[src/rtl/branch_ctrl.sv]
// Branch resolution controller for the ID stage: stalls on unready operands and
// defers redirects while the pipeline is frozen. Optional stats counters via BRANCH_CTRL_STATS_EN.
module branch_ctrl (
  input  logic        clk,
  input  logic        reset,
  input  logic        br_valid,
  input  logic [2:0]  br_type,
  input  logic        rs_ready,
  input  logic        rt_ready,
  input  logic        eq,
  input  logic        eqz,
  input  logic        ltz,
  input  logic        gtz,
  input  logic [31:0] br_target,
  input  logic        ext_stall,
  output logic        br_stall,
  output logic        redirect,
  output logic [31:0] redirect_pc,
  output logic [15:0] stall_cycles,
  output logic [15:0] taken_cnt
);

  typedef enum logic [1:0] {IDLE, WAIT, HOLD} state_t;

  localparam logic [2:0] BR_BEQ  = 3'd1;
  localparam logic [2:0] BR_BNE  = 3'd2;
  localparam logic [2:0] BR_BLEZ = 3'd3;
  localparam logic [2:0] BR_BGTZ = 3'd4;
  localparam logic [2:0] BR_BLTZ = 3'd5;
  localparam logic [2:0] BR_BGEZ = 3'd6;

  state_t      state_q, state_d;
  logic        taken_q, taken_d;
  logic [31:0] tgt_q, tgt_d;

  logic is_br;
  logic ready;
  logic taken;

  always_comb begin
    is_br = (br_type != 3'd0) && (br_type != 3'd7);
    ready = rs_ready && (((br_type != BR_BEQ) && (br_type != BR_BNE)) || rt_ready);
    unique case (br_type)
      BR_BEQ:  taken = eq;
      BR_BNE:  taken = !eq;
      BR_BLEZ: taken = ltz | eqz;
      BR_BGTZ: taken = gtz;
      BR_BLTZ: taken = ltz;
      BR_BGEZ: taken = gtz | eqz;
      default: taken = 1'b0;
    endcase
  end

  always_ff @(posedge clk) begin
    if (reset) begin
      state_q <= IDLE;
      taken_q <= 1'b0;
      tgt_q   <= 32'd0;
    end else begin
      state_q <= state_d;
      taken_q <= taken_d;
      tgt_q   <= tgt_d;
    end
  end

  always_comb begin
    state_d     = state_q;
    taken_d     = taken_q;
    tgt_d       = tgt_q;
    br_stall    = 1'b0;
    redirect    = 1'b0;
    redirect_pc = 32'd0;
    unique case (state_q)
      IDLE, WAIT: begin
        if (!br_valid || !is_br) begin
          state_d = IDLE;
        end else if (!ready) begin
          br_stall = 1'b1;
          state_d  = WAIT;
        end else if (ext_stall) begin
          // Resolve now but hold the outcome until the pipeline unfreezes.
          taken_d = taken;
          tgt_d   = br_target;
          state_d = HOLD;
        end else begin
          redirect    = taken;
          redirect_pc = taken ? br_target : 32'd0;
          state_d     = IDLE;
        end
      end
      HOLD: begin
        if (!br_valid) begin
          state_d = IDLE;
        end else if (!ext_stall) begin
          redirect    = taken_q;
          redirect_pc = taken_q ? tgt_q : 32'd0;
          state_d     = IDLE;
        end
      end
      default: state_d = IDLE;
    endcase
    if (reset) begin
      br_stall    = 1'b0;
      redirect    = 1'b0;
      redirect_pc = 32'd0;
    end
  end

`ifdef BRANCH_CTRL_STATS_EN
  logic [15:0] stall_cycles_q, stall_cycles_d;
  logic [15:0] taken_cnt_q, taken_cnt_d;

  // Both counters stick at all-ones rather than wrapping.
  always_comb begin
    stall_cycles_d = stall_cycles_q;
    taken_cnt_d    = taken_cnt_q;
    if (br_stall && (stall_cycles_q != 16'hFFFF)) stall_cycles_d = stall_cycles_q + 16'd1;
    if (redirect && (taken_cnt_q != 16'hFFFF))    taken_cnt_d    = taken_cnt_q + 16'd1;
  end

  always_ff @(posedge clk) begin
    if (reset) begin
      stall_cycles_q <= 16'd0;
      taken_cnt_q    <= 16'd0;
    end else begin
      stall_cycles_q <= stall_cycles_d;
      taken_cnt_q    <= taken_cnt_d;
    end
  end

  assign stall_cycles = stall_cycles_q;
  assign taken_cnt    = taken_cnt_q;
`else
  assign stall_cycles = 16'd0;
  assign taken_cnt    = 16'd0;
`endif

endmodule

[config.mk]
export PLATFORM = sky130hd
export DESIGN_NAME = branch_ctrl
export DESIGN_NICKNAME = d
export VERILOG_FILES = /design/src/rtl/branch_ctrl.sv
export SDC_FILE = /design/constraint.sdc
export NUM_CORES = 1
export LEC_CHECK = 0
export ABC_AREA = 1
export CORE_MARGIN = 1.5
export CORE_UTILIZATION = 41
export CTS_BUF_LIST = sky130_fd_sc_hd__clkbuf_8 sky130_fd_sc_hd__clkbuf_16
export DETAILED_ROUTE_END_ITERATION = 10
export GPL_ROUTABILITY_DRIVEN = 1
export PLACE_DENSITY_LB_ADDON = 0.2
export SLEW_MARGIN = 20
export SYNTH_ARGS = -nofsm -noshare
export SYNTH_HDL_FRONTEND = slang
export SYNTH_SLANG_ARGS = --single-unit
[constraint.sdc]
create_clock -name clk -period 3.1 [get_ports clk]
set_input_delay 0.93 -clock clk [delete_from_list [all_inputs] [get_ports clk]]
set_output_delay 0.93 -clock clk [all_outputs]
set_load 0.02 [all_outputs]
### Yosys cells after proc, flatten, opt, wreduce, memory -nomap -nowiden

Index checks and enable logic that the tools add are counted.

| storage, ports and cells | value |
|---|---|
| flip-flop bits (word level) | 35 |
| input port bits | 45 |
| logic and storage cells | 57 |
| output and inout bits | 66 |

| operators by class | value |
|---|---|
| equal/unequal tests | 12 |
| bitwise operators | 3 |
| multiplexer cells | 27 |
| reductions and logical operators | 12 |

Operators with widths:

| kind | number |
|---|---|
| 2-to-1 mux 32 bit | 8 |
| one-hot mux 32 bit (2 select lines) | 1 |
| 2-to-1 mux 1 bit | 10 |
| 2-to-1 mux 2 bit | 5 |
| == test 3 bit, second input constant | 3 |
| == test 3 x 2 -> 1 bit, second input constant | 2 |
| != test 3 bit, second input constant | 2 |
| one-hot mux 1 bit (6 select lines) | 1 |
| one-hot mux 2 bit (2 select lines) | 1 |
| AND reduction 4 bit | 1 |
| == test 3 x 1 -> 1 bit, second input constant | 1 |
| logical AND 1 bit | 3 |
| logical NOT 1 bit | 3 |
| != test 3 x 1 -> 1 bit, second input constant | 1 |
| != test 3 x 2 -> 1 bit, second input constant | 1 |
| nonzero test 3 bit | 1 |
| == test 2 x 1 -> 1 bit, second input constant | 1 |
| == test 2 bit, second input constant | 1 |
| logical NOT 2 bit | 1 |
| logical OR 1 bit | 2 |
| bitwise OR 1 bit | 2 |
| one-hot mux 1 bit (2 select lines) | 1 |
| OR reduction 2 bit | 1 |
| inverter 1 bit | 1 |

### Logic depth before layout (Yosys ltp)

| depth | value |
|---|---|
| word-level depth | 8 |
| gate-level depth with buffers | 10 |

### Least setup slack after synthesis

OpenSTA, ideal clock, no wires.

| timing | value |
|---|---|
| path kind | input to output |
| start | input port br_type[0] |
| end | output port redirect_pc[23] |
| arrival time | 2.180 ns |
| cell stages on the path | 9 |
| data required time | 2.170 ns |
| path buffers | 2 |
| slack | -0.010 ns |
| cells stage by stage | buf_6 > nor2_4 > nor2_1 > nand2_1 > nand2_2 > nor3_4 > buf_6 > nand3_2 > a21oi_1 |

| between the ends | value |
|---|---|
| longest elaborated chain between the ends | 8 |

RTL lines:

| item | line | text |
|---|---|---|
| start: declaration | 7 | `input logic [2:0] br_type,` |
| == test 3 bit (tied with other cells) | 43 | `unique case (br_type)` |
| one-hot mux 1 bit (6 select lines) / logical AND 1 bit (equally long branches) | 43, 42 |  |
| 2-to-1 mux 32 bit / logical OR 1 bit (equally long branches) | 87, 42 |  |
| 2-to-1 mux 32 bit / logical AND 1 bit (equally long branches) | 80, 42 |  |
| 2-to-1 mux 32 bit | 77 | `end else if (!ready) begin` |
| 2-to-1 mux 32 bit (*) | 75 | `if (!br_valid \|\| !is_br) begin` |
| one-hot mux 32 bit (2 select lines) (*) | 73 | `unique case (state_q)` |
| 2-to-1 mux 32 bit (*) | 102 | `if (reset) begin` |
| end: declaration | 18 | `output logic [31:0] redirect_pc,` |

Mark *: on every way between the ends. The rest lies on a longest branch, timed or not.

### Worst setup path in the final report

| timing | value |
|---|---|
| start | input port br_type[1] |
| end | output port redirect_pc[0] |

The elaborated chain is that of the path after synthesis.

==> metrics.md <==
| Metric | Value |
|---|---|
| Slew @ Worst Pin | 0.642 ns |
| CTS tree | yes |
| Worst IR Drop VDD | 0.216 mV |
| Final WS setup | -0.0765 ns |
| Yosys reg bits | 35 |
| Worst-Skew Late Latency | 0.29 ns |
| Final Cell Area | 3790 um^2 |
| Post-route minimum period | 3.18 ns |
| Global-route wire length before repair | 11900 um |
| Worst slew margin | 57.1% |
| Area of the multi-input gates | 1510 um^2 |
| Net load switching power | 378 uW |
| Hold/Removal Path Class | register to register |
| Vias | 2616 |
| Cells after synthesis | 334 |
| Ports | 111 |
| Max cap viols | 0 |
| Count leader, synth | nor2_1 |
| Worst Skew | 0.00333 ns |
| Vias per cell | 5.06 |
| Core box area | 5200 um^2 |
| Die area | 5950 um^2 |
| CTS sink count | 35 |
| Ys Warns | 0 |
| P_int | 801 uW |
| Routed Antenna Nets | 0 |
| Largest net degree at the start of global routing | 34 |
| # port buffers | 78 |
| Number of detailed-route iterations in the first pass | 4 |
| EDFF count, synth | 0 |
| Leak | 0.00156 uW |
| Placed cell area | 3070 um^2 |
| Share of synthesized registers carrying an async set or reset | 0% |
| FMAX | 0.315 GHz |
| Htree depth | 2 |
| Period utilisation layout | 102% |
| Sequential-to-total area share from yosys stat | 31.1% |
| Area delta synth->final | 68.1% |
| Final setup fails | 33 |
| RSZ-0062 raised after global routing | yes |
| Initial antenna violation count | 0 |
| CTS Hold Bufs | 0 |
| Max stage delay on crit path | 0.26 ns |
| Drt wl/cell | 14.8 um |
| CP Cell Sequence | buf_12 > nor2_4 > buf_6 > nand2_4 > nand3_4 > nor3_4 > buf_6 > buf_12 > nand3_2 > a21oi_2 > buf_4 |
| Hpwl dp | 4080 um |
| Total power | 1180 uW |
| Register Area | 701 um^2 |
| CTS root buf | clkbuf_8 |
| Yosys cell types | 23 |
| Synth area leader | dfxtp_1 |
| Run status | finished, violations left |
| Post-synth top cells | nor2_1 (78), nand2_1 (41), dfxtp_1 (35) |
| Fin. max-slew vios | 0 |
| Crit path DAT | 2.25 ns |
| Hold_ws | 0.517 ns |
| Comb pwr share | 31.4% |
| Starting Density | 43.3% |
| Worst R2R Setup Slack | 1.35 ns |
| Setup CP Type | input pin to output pin |
| Die H | 77.2 um |
| Failing checks | negative setup slack |
| # fillers | 419 |
| Main synth FF type | dfxtp_1 |
| Gpl congestion | 0.772 |
| Final nets | 491 |
| Num rows | 26 |
| Synth Area per Inst | 6.75 um^2 |
| # diodes | 0 |
| Slowest CP cell | nor3_4 |
| Critical path capture point type | output pin |
| Share of cells above drive strength 1 | 39.6% |
| Critical path data required time | 2.17 ns |
| Starting DRT DRC Count | 170 |
| Crit path launch type | input pin |
| Reg power frac | 40.8% |
| Number of global-route vias before repair | 2461 |
| Pwr dens | 311 nW/um^2 |
| Largest cells by area after synthesis | dfxtp_1 (31%), nor2_1 (13%), buf_4 (11%) |
| Total gr overflow | 0 |
| CTS clk-pin slew, worst paths | 0.07 ns |
| Die width | 77.2 um |
| CTS max path bufs | 2 |
| CP Max Fanout | 8 |
| Cell Area, Synth | 2250 um^2 |
| Sw Ratio | 32.0% |
| Clock share of power | 27.8% |
| Final hold vios | 0 |
| DRC | 0 |
| Global Route Usage Sum | 25.0% |
| TritonCTS buffer count | 5 |
| Synth top area share | 31.1% |
| WL final | 7650 um |
==> placed cells by master (no fill, tap or decap), types with 4 or more instances in the layout <==
master,count
buf_16,4
a21oi_2,28
conb_1,32
o21ai_0,34
dfxtp_1,35
buf_12,8
clkdlybuf4s50_1,33
buf_6,30
nor2_4,4
nand3_4,5
nand3_2,25
nand3_1,6
nor2_1,75
a21oi_1,8
nand2_1,36
nand2_2,6
buf_4,44
clkbuf_8,5
==> worst max-delay path, delay by kind of cell <==
family                 cells  cell delay [ns]
AOI/OAI and AO/OA          1             0.14
buffers and inverters      5             0.68
and+or+nand+nor            5             0.49
==> power by group through the flow <==
| stage | clock, uW | sequential, uW | combinational, uW |
|---|---|---|---|
| global route | 355 | 482 | 391 |
| finish | 328 | 481 | 370 |
| global placement | 0 | 490 | 240 |
| floorplan | 0 | 488 | 165 |
| CTS | 329 | 480 | 358 |
| detailed placement | 0 | 490 | 243 |
==> sequential cells by signal (all words and copies together), names as in the netlist <==
name     cells
tgt_q       32
state_q      2
taken_q      1
==> routing by layer <==
layer | up-vias | routed length, um | track usage (%) | part of all wire, %
met5 | - | 0 | 0 | 0
met4 | 0 | 147 | 10.2 | 1.9
met3 | 14 | 496 | 4.64 | 6.5
met2 | 110 | 3830 | 40.4 | 50
met1 | 1241 | 3180 | 32.5 | 42
li1 | 1251 | - | - | -
==> cell families (layout without fill, tap and decap cells) <==
kind of cell           count (synthesis)  in the layout  share of synthesized area (%)
AOI/OAI and AO/OA                     70             70                           16.4
buffers and inverters                 64            146                           18.4
other                                  1             32                          0.166
DFF                                   35             35                           31.1
and+or+nand+nor                      164            164                           34.0
==> area by class of cell <==
class                      count  area share [%]
multi-input combinational    266            39.9
timing repair buffer         130            36.0
sequential                    35            18.5
tap                           70            2.31
clock buffer                   5            1.82
inverter                       8            1.12
clock inverter                 3           0.396
==> through the flow <==
step / utilization [%] / worst slack [ns] / setup TNS [ns] / std cells
CTS: 70.7 / -0.0505 / -0.594 / 515
finish: 72.8 / -0.0765 / -1.13 / 517
floorplan: - / 0.00813 / 0 / 365
global placement: 59.0 / -0.942 / -30.57 / 482
global route: 72.8 / -0.149 / -4.03 / 517
detailed placement: 59.0 / -0.995 / -31.77 / 482
==> final timing paths <==
path / startpoint / to / cells past startpoint
setup / recovery: br_type[1] / redirect_pc[0] / 11
hold / removal: tgt_q[14] / tgt_q[14] / 2
setup reg to reg: state_q[1] / tgt_q[4] / 8
hold reg to reg: tgt_q[14] / tgt_q[14] / 2
==> timing repair <==
item / in CTS / in global routing
buffers inserted: 16 / 3
resized for setup: 278 / 46
cloned: 9 / 1
pin swaps: 35 / 24
setup endpoints to repair: 34 / 34
(Power assumes the default switching activity.)
